`src/rtl/hilo_ctrl.sv`:
```
// HI/LO write-port owner: sequences 32-step shift-add multiply and restoring
// divide, plus single-cycle MTHI/MTLO, into one combined HI/LO write.
module hilo_ctrl #(
  parameter int WIDTH = 32
) (
  input  logic             clk,
  input  logic             reset_n,
  input  logic             start,
  input  logic [2:0]       op,
  input  logic [WIDTH-1:0] rs_i,
  input  logic [WIDTH-1:0] rt_i,
  input  logic             cancel,
  input  logic [WIDTH-1:0] hi_cur,
  input  logic [WIDTH-1:0] lo_cur,
  output logic             busy,
  output logic             done,
  output logic             whilo,
  output logic [WIDTH-1:0] hi_w,
  output logic [WIDTH-1:0] lo_w,
  output logic             div_by_zero
);

  // state | meaning
  // IDLE  | waiting for start; MTHI/MTLO written directly from here
  // MUL   | one shift-add step per cycle, counter WIDTH-1 down to 0
  // DIV   | one restoring-divide step per cycle, counter WIDTH-1 down to 0
  // FIX   | sign correction, result loaded into hi_w/lo_w
  // WRITE | whilo/done pulse, then back to IDLE
  typedef enum logic [2:0] {IDLE, MUL, DIV, FIX, WRITE} state_t;

  localparam int CW = $clog2(WIDTH);

  state_t             state;
  logic [2*WIDTH-1:0] acc;
  logic [WIDTH-1:0]   opb;
  logic [WIDTH-1:0]   rs_save;
  logic [CW-1:0]      cnt;
  logic               is_div;
  logic               neg_lo;
  logic               neg_hi;
  logic               dbz;

  logic               signed_op;
  logic [WIDTH-1:0]   rs_mag;
  logic [WIDTH-1:0]   rt_mag;
  logic [WIDTH:0]     mul_sum;
  logic [WIDTH:0]     div_shift;
  logic               div_ge;
  logic [WIDTH-1:0]   div_sub;
  logic [2*WIDTH-1:0] prod_neg;

  always_comb begin
    signed_op = ~op[0];
    rs_mag    = (signed_op && rs_i[WIDTH-1]) ? -rs_i : rs_i;
    rt_mag    = (signed_op && rt_i[WIDTH-1]) ? -rt_i : rt_i;
    // acc = {partial product, remaining multiplier bits}
    mul_sum   = {1'b0, acc[2*WIDTH-1:WIDTH]} + {1'b0, (acc[0] ? opb : {WIDTH{1'b0}})};
    // acc = {partial remainder, dividend bits shifting out / quotient shifting in}
    div_shift = {acc[2*WIDTH-1:WIDTH], acc[WIDTH-1]};
    div_ge    = (div_shift >= {1'b0, opb});
    div_sub   = div_shift[WIDTH-1:0] - opb;
    prod_neg  = -acc;
  end

  always_ff @(posedge clk or negedge reset_n) begin
    if (!reset_n) begin
      state       <= IDLE;
      busy        <= 1'b0;
      done        <= 1'b0;
      whilo       <= 1'b0;
      div_by_zero <= 1'b0;
      hi_w        <= '0;
      lo_w        <= '0;
      acc         <= '0;
      opb         <= '0;
      rs_save     <= '0;
      cnt         <= '0;
      is_div      <= 1'b0;
      neg_lo      <= 1'b0;
      neg_hi      <= 1'b0;
      dbz         <= 1'b0;
    end else begin
      whilo       <= 1'b0;
      done        <= 1'b0;
      div_by_zero <= 1'b0;
      case (state)
        IDLE: begin
          if (start && !cancel) begin
            case (op)
              3'b100: begin
                whilo <= 1'b1;
                hi_w  <= rs_i;
                lo_w  <= lo_cur;
              end
              3'b101: begin
                whilo <= 1'b1;
                hi_w  <= hi_cur;
                lo_w  <= rs_i;
              end
              3'b000, 3'b001: begin
                acc    <= {{WIDTH{1'b0}}, rt_mag};
                opb    <= rs_mag;
                neg_lo <= signed_op && (rs_i[WIDTH-1] ^ rt_i[WIDTH-1]);
                neg_hi <= 1'b0;
                is_div <= 1'b0;
                dbz    <= 1'b0;
                cnt    <= CW'(WIDTH-1);
                busy   <= 1'b1;
                state  <= MUL;
              end
              3'b010, 3'b011: begin
                acc     <= {{WIDTH{1'b0}}, rs_mag};
                opb     <= rt_mag;
                rs_save <= rs_i;
                neg_lo  <= signed_op && (rs_i[WIDTH-1] ^ rt_i[WIDTH-1]);
                neg_hi  <= signed_op && rs_i[WIDTH-1];
                is_div  <= 1'b1;
                dbz     <= (rt_i == '0);
                cnt     <= CW'(WIDTH-1);
                busy    <= 1'b1;
                state   <= DIV;
              end
              default: ;
            endcase
          end
        end
        MUL: begin
          if (cancel) begin
            busy  <= 1'b0;
            state <= IDLE;
          end else begin
            acc <= {mul_sum, acc[WIDTH-1:1]};
            if (cnt == '0) state <= FIX;
            else           cnt   <= cnt - 1'b1;
          end
        end
        DIV: begin
          if (cancel) begin
            busy  <= 1'b0;
            state <= IDLE;
          end else begin
            if (div_ge) acc <= {div_sub, acc[WIDTH-2:0], 1'b1};
            else        acc <= {div_shift[WIDTH-1:0], acc[WIDTH-2:0], 1'b0};
            if (cnt == '0) state <= FIX;
            else           cnt   <= cnt - 1'b1;
          end
        end
        FIX: begin
          busy <= 1'b0;
          if (cancel) begin
            state <= IDLE;
          end else begin
            whilo <= 1'b1;
            done  <= 1'b1;
            state <= WRITE;
            if (dbz) begin
              hi_w        <= rs_save;
              lo_w        <= '1;
              div_by_zero <= 1'b1;
            end else if (!is_div) begin
              {hi_w, lo_w} <= neg_lo ? prod_neg : acc;
            end else begin
              hi_w <= neg_hi ? prod_neg[2*WIDTH-1:WIDTH] + {{(WIDTH-1){1'b0}}, (acc[WIDTH-1:0] != '0)}
                             : acc[2*WIDTH-1:WIDTH];
              lo_w <= neg_lo ? -acc[WIDTH-1:0] : acc[WIDTH-1:0];
            end
          end
        end
        WRITE: state <= IDLE;
        default: begin
          busy  <= 1'b0;
          state <= IDLE;
        end
      endcase
    end
  end

endmodule

```
`config.mk`:
```
export PLATFORM = sky130hd
export DESIGN_NAME = hilo_ctrl
export DESIGN_NICKNAME = d
export VERILOG_FILES = /design/src/rtl/hilo_ctrl.sv
export SDC_FILE = /design/constraint.sdc
export NUM_CORES = 1
export LEC_CHECK = 0
export ABC_AREA = 0
export CORE_MARGIN = 1
export CORE_UTILIZATION = 54
export CTS_BUF_LIST = sky130_fd_sc_hd__clkbuf_2 sky130_fd_sc_hd__clkbuf_4 sky130_fd_sc_hd__clkbuf_8
export DETAILED_ROUTE_END_ITERATION = 6
export PLACE_DENSITY = 0.9
export SLEW_MARGIN = 25
export SYNTH_ARGS = -nofsm -noshare
export SYNTH_HDL_FRONTEND = slang
export SYNTH_SLANG_ARGS = --single-unit
```
`constraint.sdc`:
```
create_clock -name clk -period 4.2 [get_ports clk]
set_input_delay 0.84 -clock clk [delete_from_list [all_inputs] [get_ports clk]]
set_output_delay 0.84 -clock clk [all_outputs]
set_load 0.005 [all_outputs]
```
### Word level (Yosys, flattened, before mapping)

Cells that the tools add are included.
W data, S select, Z words.

| word-level totals | value |
|---|---|
| bits in registers | 208 |
| bits of input ports | 135 |
| output and inout bits | 68 |
| logic and storage cells | 125 |

| operators by class | value |
|---|---|
| add/subtract/negate cells | 8 |
| order comparisons | 1 |
| equality and inequality tests | 20 |
| muxes and demuxes | 51 |
| bitwise gates (word level) | 3 |
| reduce and logical (&&, ||, !) cells | 27 |

Operators with widths:

| cell | number |
|---|---|
| $mux W32 | 13 |
| $mux W64 | 5 |
| $pmux W32 S2 | 5 |
| $pmux W64 S3 | 1 |
| $pmux W64 S2 | 1 |
| $neg A32 Y32 | 3 |
| $neg A64 Y64 | 1 |
| $add A32 B32 Y33 | 1 |
| $ge A33 B32 Y1 | 1 |
| $add A32 B1 Y32 | 1 |
| $logic_not A32 Y1 | 1 |
| $reduce_bool A32 Y1 | 1 |
| $sub A32 B32 Y32 | 1 |
| $mux W5 | 4 |
| $ne A2 B2 Y1 const B | 7 |
| $eq A3 B2 Y1 const B | 4 |
| $mux W3 | 4 |
| $reduce_and A3 Y1 | 4 |
| $mux W1 | 10 |
| $pmux W5 S2 | 1 |
| $reduce_and A5 Y1 | 2 |
| $eq A3 B3 Y1 const B | 3 |
| $ne A3 B1 Y1 const B | 3 |
| $pmux W3 S3 | 1 |
| 17 further kinds | 32 |

### Longest topological paths before layout

| depth | value |
|---|---|
| word-level depth | 7 |
| mapped depth | 19 |
| depth with buffers taken out | 17 |

### Worst setup path after synthesis

Ideal clock, no wire load.

| path | value |
|---|---|
| kind | register -> register |
| from | reg acc[24] |
| to | reg hi_w[30] |
| library setup time | 0.126 ns |
| arrival time | 3.961 ns |
| data required time | 4.074 ns |
| setup slack | 0.114 ns |
| cell stages (with the launch flop) | 14 |
| buffers on the path | 1 |
| clock period less this slack | 4.086 ns |
| path through | dfrtp_1 -> or4_4 -> nand4bb_4 -> buf_2 -> nor3_1 -> xnor2_1 -> ha_1 -> nand4b_2 -> nor4_4 -> nand4b_4 -> nor3_1 -> nor3_1 -> o41a_1 -> a221o_1 |

| between the ends | value |
|---|---|
| word-level cells in the longest chain between the ends | 7 |
| elaborated cells between the ends (all ways) | 9 |
| those cells by class | add/sub (2); mux (6); reduce/logical (1) |

RTL lines:

| item | RTL line | source |
|---|---|---|
| start, declared | 34 | `logic [2*WIDTH-1:0] acc;` |
| start signal, assigned | 101 | `acc <= {{WIDTH{1'b0}}, rt_mag};` |
| start signal, assigned | 112 | `acc <= {{WIDTH{1'b0}}, rs_mag};` |
| start signal, assigned | 132 | `acc <= {mul_sum, acc[WIDTH-1:1]};` |
| $neg A64 Y64 or $reduce_bool A32 Y1 (tied branches) | 62, 163 |  |
| $add A32 B1 Y32 | 163 | `hi_w <= neg_hi ? prod_neg[2*WIDTH-1:WIDTH] + {{(WIDTH-1){1'b0}}, (acc[WIDTH-1:0] != '0)}` |
| $mux W32 | 163 |  |
| $mux W32 * | 160 | `end else if (!is_div) begin` |
| $mux W32 * | 156 | `if (dbz) begin` |
| $mux W32 * | 150 | `if (cancel) begin` |
| $pmux W32 S2 * | 86 | `case (state)` |
| end signal, assigned | 157 | `hi_w <= rs_save;` |
| end signal, assigned | 161 | `{hi_w, lo_w} <= neg_lo ? prod_neg : acc;` |
| end signal, assigned | 163 |  |
| end, declared | 18 | `output logic [WIDTH-1:0] hi_w,` |

Mark *: on every way between the ends. The rest lies on a longest branch, timed or not. The select of a mux whose other input is x is not followed.
A chain may end at the register's enable or synchronous reset.

### Worst setup path after layout

| path | value |
|---|---|
| from | reg acc[12] |
| to | reg hi_w[29] |

The elaborated chain is that of the path after synthesis.

==> reports/results.ini <==
[sta]
worst_slack_ns=0.0997
fin_skew_ns=0.0241
max_freq_ghz=0.244
slew_headroom_pct=28.9
final.period_utilization_pct=97.6
finalSetupViolations=0
setup_tns_ns=0
fin_crit_ns=4.10
worst_slew_pin_slew_ns=1.07
slew_viol_final=0
hold_slack_ns=0.329
hold_violations=0
rsz0062_at_grt=yes

[detailed_routing]
drcViolationCount=9
avgViaCountPerCell=6.65
totalWireLength_mm=68.6
dr.pass1.iters=7
ant_nets=0
drtIter0Drc=2414
wire_per_inst_microns=23.7
vias=19200

[clock_network]
cts.sinks=208
htree_levels=2
clock-root-buffer=clkbuf_8
insertion_delay_ns=0.58
clk_path_buf_depth=3
path_clk_slew_ns=0.06
cts_buffers=38
tritoncts=done
hold_buffers=0

[finish]
stdcell_area_sq_um=22100
antenna_cells=0
final-instance-count-excl-fill=2896
fillers=2617
layout.nets=2636
area.growth.synth_to_final_pct=22.0
drive_above_1_share_pct=12.1

[place]
placed_area_sq_um=21100
place_hpwl_mm=51.3
place.gp.congestion=1.02
post-place-ws_ns=-0.0224
port_buffers=202
place_inst=2826

[synthesis]
syn_avg_cell_area_sq_um=8.14
yosysTopAreaCell=dfrtp_1
ys_warn_count=0
synthTopCellsByArea=dfrtp_1 (29%), a21oi_1 (5.3%), ha_1 (4.9%)
synth.most_common_cell=nor2_1
synth_top_area_share_pct=28.8
synth-main-ff-cell=dfrtp_1
async_flop_share_pct=100
synth-seq-area-share_pct=28.8
yosys-top-cells-count=nor2_1 (223), dfrtp_1 (208), a21oi_1 (190), o21ai_0 (168), nand2_1 (164)
synth_edf_count=0
synth_cell_types=90
ys_ff_latch=208
syn_area_sq_um=18100
synth_cells=2220
syn_nets=2428

[outcome]
violations=design-rule violations
status=finished with violations

[floorplanning]
die_y_microns=185
core_sq_um=32700
pin_count=203
die_area_sq_um=34200
initial_utilization_pct=55.3
rows=66
die_w_microns=185

[critical_path]
cp_max_fo=20
path_depth=13
cp-end-kind=flop
cp_num_buf_inv=2
r2r_cells=13
crit_path_max_incr_delay_ns=0.55
path_cells=or4_4, nand4b_1, buf_4, or3_1, buf_4, nor3_4, xnor2_1, and4_4, nand4_2, or3_4, or4_1, a21oi_1, o21ai_1
crit_slowest_cell=or4_4
required_ns=4.66
setup.worst_path.start=acc[12]
cp_top_family=simple AND/OR/NAND/NOR gates
path_class=reg -> reg
cp_common_cell=buf_4
cp-start-kind=flop
cp_data_arrival_time_ns=4.56
rr_startpoint=acc[12]

[pwr]
cellLeakagePower_uw=0.00962
powerDensity_nw_per_um2=794
peakVddDrop_uv=444

[global_routing]
overflow=0
grtUsageTotal_pct=39.5
grt_pass1_vias=18300
grt_max_degree=94
antenna_found_initial=2
grt_pass1_wl_mm=103

[job]
maxCapViolCount=0

[min_path]
hp-class=in -> async

==> timing repair <==
action | in CTS | in global routing
pin swaps | 1 | 7
resized for setup | 1 | 16
setup buffers | 0 | 4
setup endpoints to repair | 1 | 30
gates cloned | 0 | 0
endpoints found under the hold margin | 0 | 0
==> through the flow <==
step / power [uW] / utilization [%]
floorplan: 11100 / -
global placement: 14500 / 64.5
detailed placement: 14900 / 64.5
CTS: 17100 / 67.1
global route: 18600 / 67.5
finish: 17500 / 67.5
==> registers in the layout, indices dropped and copies added, names as in the netlist <==
name,cells
acc,64
busy,1
cnt,5
dbz,1
div_by_zero,1
done,1
hi_w,32
is_div,1
lo_w,32
neg_hi,1
neg_lo,1
opb,32
rs_save,32
state,3
whilo,1
==> cell usage in the layout, fill, tap and decap left out, types with 71 or more instances in the layout <==
master,instances
xnor2_1,88
dfrtp_1,208
buf_4,130
a221oi_1,72
mux2i_1,86
nor2_1,221
xor2_1,94
clkdlybuf4s50_1,201
o21ai_0,167
a21oi_1,189
inv_1,71
nand2_1,162
==> worst paths after layout <==
path                                 end  slack, ns
min in group clk                 lo_w[2]       0.48
worst min register to register   lo_w[2]       0.48
worst max register to register  hi_w[29]        0.1
worst min-delay path            lo_w[17]       0.33
worst max-delay path            hi_w[29]        0.1
max in group asynchronous        opb[13]       2.72
==> where the power goes <==
group	internal [uW]	leakage, uW	switching [uW]	total [uW]
Combinational	4840	0.00665	6450	11300
Sequential	2960	0.00251	1060	4020
Clock	1250	0.000451	957	2210
Total	9060	0.00962	8470	17500
==> layer usage <==
metal	wire [microns]	vias to the layer above	track usage, %
met5	19	-	0
met4	4700	2	24.2
met3	6980	323	8.91
met2	30500	1213	61.1
met1	26400	9111	50.1
li1	-	8595	-
==> kinds of logic after synthesis <==
logic type | count (synthesis) | synth area share (%)
XOR/XNOR | 184 | 9.06
adder cells (fa/ha/maj) | 73 | 5.13
multiplexers | 120 | 6.88
buffers and inverters | 242 | 5.20
AND/OR/NAND/NOR | 650 | 17.9
flip-flops | 208 | 28.8
AO/OA/AOI/OAI | 743 | 27.0
==> worst reg2reg max path: stages, from the launching register on <==
cell and delay, ns:
dfrtp_1 0.37, or4_4 0.55, nand4b_1 0.20, buf_4 0.25, or3_1 0.42, buf_4 0.20, nor3_4 0.31, xnor2_1 0.19
and4_4 0.28, nand4_2 0.19, or3_4 0.39, or4_1 0.40, a21oi_1 0.17, o21ai_1 0.08
==> layout make-up <==
type / instances / area (sq um) / area share (%)
clock buffer: 60 / 788 / 3.57
clock inverter: 6 / 62.6 / 0.284
inverter: 72 / 270 / 1.22
multi-input combinational: 1770 / 12100 / 54.7
sequential: 208 / 5200 / 23.6
tap: 442 / 553 / 2.51
timing repair buffer: 338 / 3120 / 14.1
No activity file was read; power rests on OpenSTA's default activity.
